[config.mk]
export PLATFORM = sky130hd
export DESIGN_NAME = instr_encoder_loader
export DESIGN_NICKNAME = d
export VERILOG_FILES = /design/src/rtl/instr_enc_pkg.sv /design/src/rtl/instr_field_pack.sv /design/src/rtl/instr_encoder_loader.sv
export SDC_FILE = /design/constraint.sdc
export NUM_CORES = 1
export LEC_CHECK = 0
export BUFFER_PORTS_ARGS = -buffer_cell sky130_fd_sc_hd__buf_2
export CORE_ASPECT_RATIO = 0.8
export CORE_UTILIZATION = 48
export CTS_CLUSTER_SIZE = 24
export DETAILED_ROUTE_END_ITERATION = 8
export PLACE_DENSITY = 0.84
export SETUP_SLACK_MARGIN = 0.15
export SLEW_MARGIN = 30
export SYNTH_ARGS = -nofsm -noshare
export SYNTH_HDL_FRONTEND = slang
export SYNTH_SLANG_ARGS = --single-unit
[constraint.sdc]
create_clock -name clk -period 1.6 [get_ports clk]
set_input_delay 0 -clock clk [delete_from_list [all_inputs] [get_ports clk]]
set_output_delay 0 -clock clk [all_outputs]
set_load 0.01 [all_outputs]
[src/rtl/instr_enc_pkg.sv]
// Shared encoder definitions: mnemonic codes, ARM-style cmd/cond/op constants,
// and the registered instruction-field payload used between loader and packer.
package instr_enc_pkg;

    localparam int unsigned DATA_W = 32;
    localparam int unsigned ADDR_W = 6;
    localparam int unsigned CNT_W  = 7;
    localparam int unsigned IMM_W  = 24;
    localparam int unsigned REG_W  = 4;

    typedef enum logic [3:0] {
        OP_ADD  = 4'd0,
        OP_SUB  = 4'd1,
        OP_AND  = 4'd2,
        OP_ORR  = 4'd3,
        OP_CMP  = 4'd4,
        OP_LDR  = 4'd5,
        OP_LDRB = 4'd6,
        OP_STR  = 4'd7,
        OP_STRB = 4'd8,
        OP_B    = 4'd9
    } enc_op_t;

    // Data-processing cmd field values
    localparam logic [3:0] CMD_AND = 4'b0000;
    localparam logic [3:0] CMD_SUB = 4'b0010;
    localparam logic [3:0] CMD_ADD = 4'b0100;
    localparam logic [3:0] CMD_CMP = 4'b1010;
    localparam logic [3:0] CMD_ORR = 4'b1100;

    // Condition "always"
    localparam logic [3:0] COND_AL = 4'b1110;

    // Op field [27:26]
    localparam logic [1:0] OPF_DP  = 2'b00;
    localparam logic [1:0] OPF_MEM = 2'b01;
    localparam logic [1:0] OPF_BR  = 2'b10;

    // Opcode kept as raw bits so unimplemented codes can be carried and rejected
    typedef struct packed {
        logic [3:0]       opc;
        logic             use_imm;
        logic             set_flags;
        logic [REG_W-1:0] rd;
        logic [REG_W-1:0] rn;
        logic [REG_W-1:0] rm;
        logic [IMM_W-1:0] imm;
    } instr_fields_t;

endpackage

[src/rtl/instr_field_pack.sv]
// Combinational instruction packer.
// Ports: fields_i  - registered instruction fields
//        word_o    - encoded 32-bit machine word
//        illegal_o - instruction cannot be encoded (unimplemented opc or oversize immediate)
module instr_field_pack
    import instr_enc_pkg::*;
(
    input  instr_fields_t     fields_i,
    output logic [DATA_W-1:0] word_o,
    output logic              illegal_o
);

    logic [3:0]       cmd;
    logic             s_bit;
    logic [REG_W-1:0] rd_eff;
    logic [11:0]      src2;
    logic             b_bit;
    logic             l_bit;

    // Data-processing field derivation; CMP always sets flags and has no destination
    always_comb begin
        cmd    = CMD_AND;
        s_bit  = fields_i.set_flags;
        rd_eff = fields_i.rd;
        case (fields_i.opc)
            OP_ADD:  cmd = CMD_ADD;
            OP_SUB:  cmd = CMD_SUB;
            OP_AND:  cmd = CMD_AND;
            OP_ORR:  cmd = CMD_ORR;
            OP_CMP: begin
                cmd    = CMD_CMP;
                s_bit  = 1'b1;
                rd_eff = '0;
            end
            default: cmd = CMD_AND;
        endcase
        src2 = fields_i.use_imm ? {4'b0000, fields_i.imm[7:0]} : {8'h00, fields_i.rm};
    end

    assign b_bit = (fields_i.opc == OP_LDRB) || (fields_i.opc == OP_STRB);
    assign l_bit = (fields_i.opc == OP_LDR)  || (fields_i.opc == OP_LDRB);

    // Word assembly per instruction class
    always_comb begin
        word_o    = '0;
        illegal_o = 1'b0;
        case (fields_i.opc)
            OP_ADD, OP_SUB, OP_AND, OP_ORR, OP_CMP: begin
                word_o    = {COND_AL, OPF_DP, fields_i.use_imm, cmd, s_bit,
                             fields_i.rn, rd_eff, src2};
                illegal_o = fields_i.use_imm && (fields_i.imm[23:8] != 16'h0000);
            end
            OP_LDR, OP_LDRB, OP_STR, OP_STRB: begin
                word_o    = {COND_AL, OPF_MEM, 1'b0, 1'b1, 1'b1, b_bit, 1'b0, l_bit,
                             fields_i.rn, fields_i.rd, fields_i.imm[11:0]};
                illegal_o = (fields_i.imm[23:12] != 12'h000);
            end
            OP_B: begin
                word_o = {COND_AL, OPF_BR, 2'b10, fields_i.imm};
            end
            default: begin
                illegal_o = 1'b1;
            end
        endcase
    end

endmodule

[src/rtl/instr_encoder_loader.sv]
// Program loader: accepts instruction fields, encodes them and writes the
// machine words to consecutive instruction-memory addresses.
// Ports: clk/reset (sync, active-high); start opens a new load;
//        in_valid/in_ready/in_last + opc/use_imm/set_flags/rd/rn/rm/imm field input;
//        mem_we/mem_addr/mem_wdata memory write port; count/done/err status.
module instr_encoder_loader
    import instr_enc_pkg::*;
(
    input  logic              clk,
    input  logic              reset,
    input  logic              start,
    input  logic              in_valid,
    output logic              in_ready,
    input  logic              in_last,
    input  logic [3:0]        opc,
    input  logic              use_imm,
    input  logic              set_flags,
    input  logic [REG_W-1:0]  rd,
    input  logic [REG_W-1:0]  rn,
    input  logic [REG_W-1:0]  rm,
    input  logic [IMM_W-1:0]  imm,
    output logic              mem_we,
    output logic [ADDR_W-1:0] mem_addr,
    output logic [DATA_W-1:0] mem_wdata,
    output logic [CNT_W-1:0]  count,
    output logic              done,
    output logic              err
);

    typedef enum logic [2:0] {
        S_IDLE, S_ACCEPT, S_ENCODE, S_WRITE, S_DONE, S_FULL
    } state_t;

    state_t            state_q, state_d;
    instr_fields_t     fields_q, fields_d;
    logic              last_q, last_d;
    logic [ADDR_W-1:0] addr_q, addr_d;
    logic [CNT_W-1:0]  count_q, count_d;
    logic [DATA_W-1:0] wdata_q, wdata_d;
    logic              err_q, err_d;
    logic              we_q, we_d;
    logic              ready_q, ready_d;
    logic              done_q, done_d;

    logic [DATA_W-1:0] pack_word;
    logic              pack_illegal;

    instr_field_pack u_pack (
        .fields_i  (fields_q),
        .word_o    (pack_word),
        .illegal_o (pack_illegal)
    );

    // Next-state and registered-output logic
    always_comb begin
        state_d  = state_q;
        fields_d = fields_q;
        last_d   = last_q;
        addr_d   = addr_q;
        count_d  = count_q;
        wdata_d  = wdata_q;
        err_d    = err_q;

        if (start) begin
            // start from any state drops whatever is in flight
            state_d = S_ACCEPT;
            addr_d  = '0;
            count_d = '0;
            err_d   = 1'b0;
        end else begin
            case (state_q)
                S_IDLE: ;
                S_ACCEPT: begin
                    if (in_valid && ready_q) begin
                        fields_d = '{opc: opc, use_imm: use_imm, set_flags: set_flags,
                                     rd: rd, rn: rn, rm: rm, imm: imm};
                        last_d   = in_last;
                        state_d  = S_ENCODE;
                    end
                end
                S_ENCODE: begin
                    if (pack_illegal) begin
                        err_d   = 1'b1;
                        state_d = last_q ? S_DONE : S_ACCEPT;
                    end else begin
                        wdata_d = pack_word;
                        state_d = S_WRITE;
                    end
                end
                S_WRITE: begin
                    addr_d  = addr_q + ADDR_W'(1);
                    count_d = count_q + CNT_W'(1);
                    if (last_q) begin
                        state_d = S_DONE;
                    end else if (addr_q == ADDR_W'(63)) begin
                        state_d = S_FULL;
                    end else begin
                        state_d = S_ACCEPT;
                    end
                end
                S_DONE, S_FULL: ;
                default: state_d = S_IDLE;
            endcase
        end

        // Status outputs are decoded from the next state so they register with it
        ready_d = (state_d == S_ACCEPT);
        we_d    = (state_d == S_WRITE);
        done_d  = (state_d == S_DONE) || (state_d == S_FULL);
    end

    // State and output registers
    always_ff @(posedge clk) begin
        if (reset) begin
            state_q  <= S_IDLE;
            fields_q <= '0;
            last_q   <= 1'b0;
            addr_q   <= '0;
            count_q  <= '0;
            wdata_q  <= '0;
            err_q    <= 1'b0;
            we_q     <= 1'b0;
            ready_q  <= 1'b0;
            done_q   <= 1'b0;
        end else begin
            state_q  <= state_d;
            fields_q <= fields_d;
            last_q   <= last_d;
            addr_q   <= addr_d;
            count_q  <= count_d;
            wdata_q  <= wdata_d;
            err_q    <= err_d;
            we_q     <= we_d;
            ready_q  <= ready_d;
            done_q   <= done_d;
        end
    end

    assign in_ready  = ready_q;
    assign mem_we    = we_q;
    assign mem_addr  = addr_q;
    assign mem_wdata = wdata_q;
    assign count     = count_q;
    assign done      = done_q;
    assign err       = err_q;

endmodule

Yosys cells after proc, flatten, opt, wreduce, memory -nomap -nowiden
Cells that the tools add are included.

storage, ports and cells
  register bits after elaboration = 95
  output and inout port bits = 49
  input bits = 47
  word-level logic and storage cells = 68

cells by class
  bitwise gates (word level) = 2
  reduce and logical (&&, ||, !) cells = 16
  add/sub/neg operators = 2
  mux-type cells = 13
  equality and inequality tests = 19

operator list
  kind                                                                   count
  32-bit one-hot mux with 3 select lines                                 1
  3-bit two-way mux                                                      6
  4-bit by 3-bit equality test with 1-bit output, second input constant  4
  4-bit one-hot mux with 4 select lines                                  1
  16-bit nonzero test                                                    1
  3-bit equality test, second input constant                             4
  3-bit one-hot mux with 4 select lines                                  1
  12-bit nonzero test                                                    1
  3-bit by 2-bit equality test with 1-bit output, second input constant  3
  4-bit by 2-bit equality test with 1-bit output, second input constant  2
  4-bit equality test, second input constant                             2
  8-bit two-way mux                                                      1
  7-bit by 1-bit adder with 7-bit output, second input constant          1
  6-bit by 1-bit adder with 6-bit output, second input constant          1
  3-bit by 1-bit equality test with 1-bit output, second input constant  2
  6-bit equality test, second input constant                             1
  3-bit AND reduction                                                    2
  5-bit OR reduction                                                     1
  4-bit by 1-bit equality test with 1-bit output, second input constant  1
  4-bit zero test                                                        1
  4-bit two-way mux                                                      1
  4-bit OR reduction                                                     1
  3-bit zero test                                                        1
  1-bit logical OR                                                       3
  other kinds (7)                                                        9

Logic depth before layout (Yosys ltp)
  word-level depth = 8
  gate-level depth with buffers = 7
  depth with buffers taken out = 6

Hierarchy
A second synthesis with hierarchy kept.

unflattened totals
  cell total of the unflattened synthesis = 497
  area total of the unflattened synthesis = 4000.1 µm²

by module, submodules not included
  module                cells an instance  area each (µm²)  seq. area each (µm²)  instances
  instr_encoder_loader  419                3498.4           1901.8                1
  instr_field_pack      78                 501.7            0.0                   1

Worst setup path after synthesis
No wires, ideal clock.

  path type = register to register
  from = register fields_q[41] (netlist name)
  to = register wdata_q[14] (netlist: mem_wdata[14])
  arrival time = 1.583 ns
  path buffers = 2
  setup slack = -0.117 ns
  stages on the path, launching flop included = 8
  data required time = 1.466 ns
  period minus slack after synthesis = 1.717 ns
  library setup time = 0.134 ns
  cell sequence = dfxtp_1 -> buf_4 -> mux2_2 -> o22ai_2 -> a31oi_2 -> nor3_4 -> buf_2 -> a211oi_1

on the way
  word-level cells in the longest chain between the ends = 5
  elaborated cells between the ends (all ways) = 17
  classes of those cells = eq/ne (9); mux (3); bitwise (1); reduce/logical (4)

RTL lines
  item                                                                    RTL line                     RTL
  start: declaration                                                      instr_encoder_loader.sv:35   instr_fields_t fields_q, fields_d;
  start signal: assignment                                                instr_encoder_loader.sv:127  fields_q <= fields_d;
  4-bit by 1-bit equality test with 1-bit output (tied with other cells)  instr_field_pack.sv:47       case (fields_i.opc)
  5-bit OR reduction / 4-bit OR reduction (equally long branches)         instr_field_pack.sv:47
  1-bit one-hot mux with 3 select lines                                   instr_field_pack.sv:47
  1-bit inverter (no line)                                                -
  3-bit AND reduction (no line)                                           -
  end signal: assignment                                                  instr_encoder_loader.sv:131  wdata_q <= wdata_d;
  end: declaration                                                        instr_encoder_loader.sv:39   logic [DATA_W-1:0] wdata_q, wdata_d;

Several ways; a longest one is shown, not always the timed one.
A chain may end at the register's enable or synchronous reset.

Worst setup path after layout
  from = register fields_q[41] (netlist name)
  to = register wdata_q[15] (netlist: mem_wdata[15])

The elaborated chain is that of the path after synthesis.

==> out/metrics.yaml <==
status: "complete, but fails checks"
violations: "setup timing"
dieArea_um2: 8770
grt_pass1_wl_um: 21300
met3WireLength_um: 1940
ys_seq_elements: 92
fmax_ghz: 0.483
num_antenna_cells: 0
num_vias: 4992
rows: 29
fp.dieH_um: 83.9
synth-xor-area-share_pct: 2.39
p_seq_share_pct: 48.9
core_um2: 8020
synth_edf_count: 0
layout.cells.non_filler: 798
grt-ovfl-total: 0
timing.hold.ws_ns: 0.0725
clockPowerShare_pct: 39.1
drt_iter0_markers: 662
cts-root-buf: "clkbuf_8"
leakagePower_uw: 0.00269
max-clock-path-buffers: 2
p_total_uw: 4790
synthCells: 486
yosysSeqAreaShare_pct: 45.7
antenna_left: 0
skew_ns: 0.0163
post_drt_wl_per_cell_um: 22.3
worstPathArrival_ns: 2.32
synth_area_per_cell_um2: 8.29
synth.distinct_cells: 52
drt_pass1_iterations: 5
slew_headroom_pct: 62.3
end_kind: "flop"
drive_gt1_share_pct: 43.8
cts_sinks: 92
post-route-period-util_pct: 130
cts-buffers-inserted: 9
dp_hpwl_um: 7610
fin_nets: 734
post-route-drc-count: 0
synth_top_area_cell: "dfxtp_1"
worstSkewPairLatency_ns: 0.38
setup_slack_ns: -0.472
initial_core_util_pct: 50.2
grt_max_degree: 38
p_switching_uw: 1220
fp.dieW_um: 104
synth-compound-area-share_pct: 20.8
tritoncts: "yes"
critPathKind: "flop to flop"
pwr_density_cell_nw_per_um2: 739
drv_cap: 0
pin_count: 96
rsz0062_at_grt: "true"
gp_congestion: 0.866
synth_top_family_by_area: "simple AND/OR/NAND/NOR gates"
routed_wl_um: 17800
grtUsageTotal_pct: 30.8
setup_viol: 37
worstPathMaxFanout: 7
antenna_found_initial: 0
finalHoldViolCount: 0
htreeDepth: 3
via_per_inst: 6.26
synth_fa_ha_area_share_pct: 0.870
synth-async-reset-ratio_pct: 0
start_kind: "flop"
placed_cells: 713
netlist_area_um2: 4030
switching_share_pct: 25.4
drt-met1-wl_um: 6400
io_buffers: 94
synthTopCellsByArea: "dfxtp_1 46%, nand2_1 10%, a21oi_1 7.3%, a211oi_1 3.4%, a31oi_1 3.0%"
areaGrowthSynthToFinish_pct: 60.7
clkTransAtPathRegs_ns: 0.10
p_int_uw: 3570
combPwrFrac_pct: 12.0
ys.flop_type: "dfxtp_1"
vdd_drop_max_uv: 557
tightest_slew_ns: 0.563
synthSimpleGateAreaFrac_pct: 21.8
critical_path_required_ns: 1.84
synth_top_area_share_pct: 45.7
yosysWarnings: 0
hold_path.class: "input pin to flop"
wl_met2_um: 8230
muxShareOfSynthArea_pct: 2.52
grt_pass1_vias: 4406
final.min_clock_period_ns: 2.07
syn_nets: 535
top_layer: "met4"
drv_slew: 0
[cells in the mapped netlist (2+ instances only)]
library cell and instances:
a31oi_1 19, nor2_1 19, nor4_1 4, nor3_1 6
xor2_1 8, dfxtp_1 92, nand4_1 5, inv_1 15
o22ai_1 5, mux2i_1 9, a21oi_1 59, a211oi_1 18
and2_1 2, nor2b_1 3, a2bb2oi_1 3, and3b_1 2
o31ai_1 2, ha_1 2, nand2b_1 11, a31o_2 2
buf_2 7, nand3b_1 5, buf_4 6, nand2_1 108
and3_1 3, nor3b_1 2, nand3_1 6, clkbuf_1 26
o21ai_0 3, a22oi_1 9, or2_2 2, xnor2_1 3
[worst max-delay path, cell delays in order (launching register included)]
cell and delay (ns):
dfxtp_2 0.43, buf_4 0.19, inv_1 0.15, a21oi_1 0.45, a2bb2oi_1 0.55, a211oi_2 0.16
[routing by layer]
metal,up-vias,GRT usage [%]
met5,-,0
met3,135,7.81
met2,466,51.5
met1,2304,37.3
met4,0,13.5
li1,2087,-
[layout by cell type, fill, tap and decap left out, drive strengths merged, types with 3 or more instances in the layout]
master and n:
nor2 20, buf 180, nand3 6, and3 3, dlygate4sd3 43, nand2b 11
inv 16, mux2i 9, dfxtp 92, xor2 8, a31oi 20, nor3 7
nand3b 5, a21oi 59, a211oi 18, nand4 5, clkbuf 15, o21ai 5
a22oi 9, nor2b 3, a2bb2oi 3, xnor2 3, o22ai 6, nor3b 3
nor4 5, nand2 108
[stage by stage]
| step | setup TNS [ns] | setup WS, ns | instance area, µm² | utilization, % |
|---|---|---|---|---|
| 2_1_floorplan | -1.04 | -0.0757 | 4080 | - |
| 3_3_place_gp | -7.07 | -0.242 | 4980 | 62.1 |
| 3_5_place_dp | -6.18 | -0.238 | 4980 | 62.1 |
| 4_1_cts | -2.30 | -0.117 | 5830 | 72.8 |
| 5_1_grt | -9.85 | -0.437 | 6470 | 80.7 |
| 6_report | -9.43 | -0.472 | 6470 | 80.7 |
[power by group through the flow]
| stage | Clock, µW | Sequential [µW] | Combinational, µW |
|---|---|---|---|
| after CTS | 1800 | 2330 | 433 |
| after global routing | 1950 | 2340 | 596 |
| after global placement | 0 | 2390 | 310 |
| after detailed placement | 0 | 2390 | 319 |
| final | 1870 | 2340 | 574 |
| after floorplan | 0 | 2390 | 180 |
[worst paths after layout]
path / start / end / slack [ns] / cells after the start
setup / recovery: fields_q[41] / mem_wdata[15] / -0.47 / 5
hold / removal: reset / fields_q[7] / 0.07 / 2
setup reg to reg: fields_q[41] / mem_wdata[15] / -0.47 / 5
hold reg to reg: fields_q[33] / fields_q[33] / 0.46 / 2
[cells by family after synthesis]
logic type,count (synthesis)
and+or+nand+nor,185
AOI/OAI and AO/OA,130
DFF,92
buffers and inverters,54
xor gates and xnor gates,11
muxes,10
adders and majority gates,3
other,1
[flip-flops by register name, summed over array words and instances, names as in the netlist]
name and flops:
fields_q 42, mem_wdata 29, count 7, mem_addr 6
state_q 3, done 1, err 1, in_ready 1
last_q 1, mem_we 1
[final cells by class]
class	count	area, µm²
inverter	15	56.3
clock inverter	5	82.6
fill	416	1550
timing repair buffer	227	1790
tap	108	135
multi-input combinational	340	2400
clock buffer	11	151
sequential	92	1860
[timing repair]
| item | in CTS | in global routing |
|---|---|---|
| hold buffers | 43 | 0 |
| setup buffers | 4 | 12 |
| endpoints found under the setup margin | 63 | 80 |
| resized for setup | 35 | 101 |
| endpoints found under the hold margin | 43 | 0 |
| pin swaps | 13 | 46 |
| gates cloned | 2 | 8 |
No activity file was read; power rests on OpenSTA's default activity.
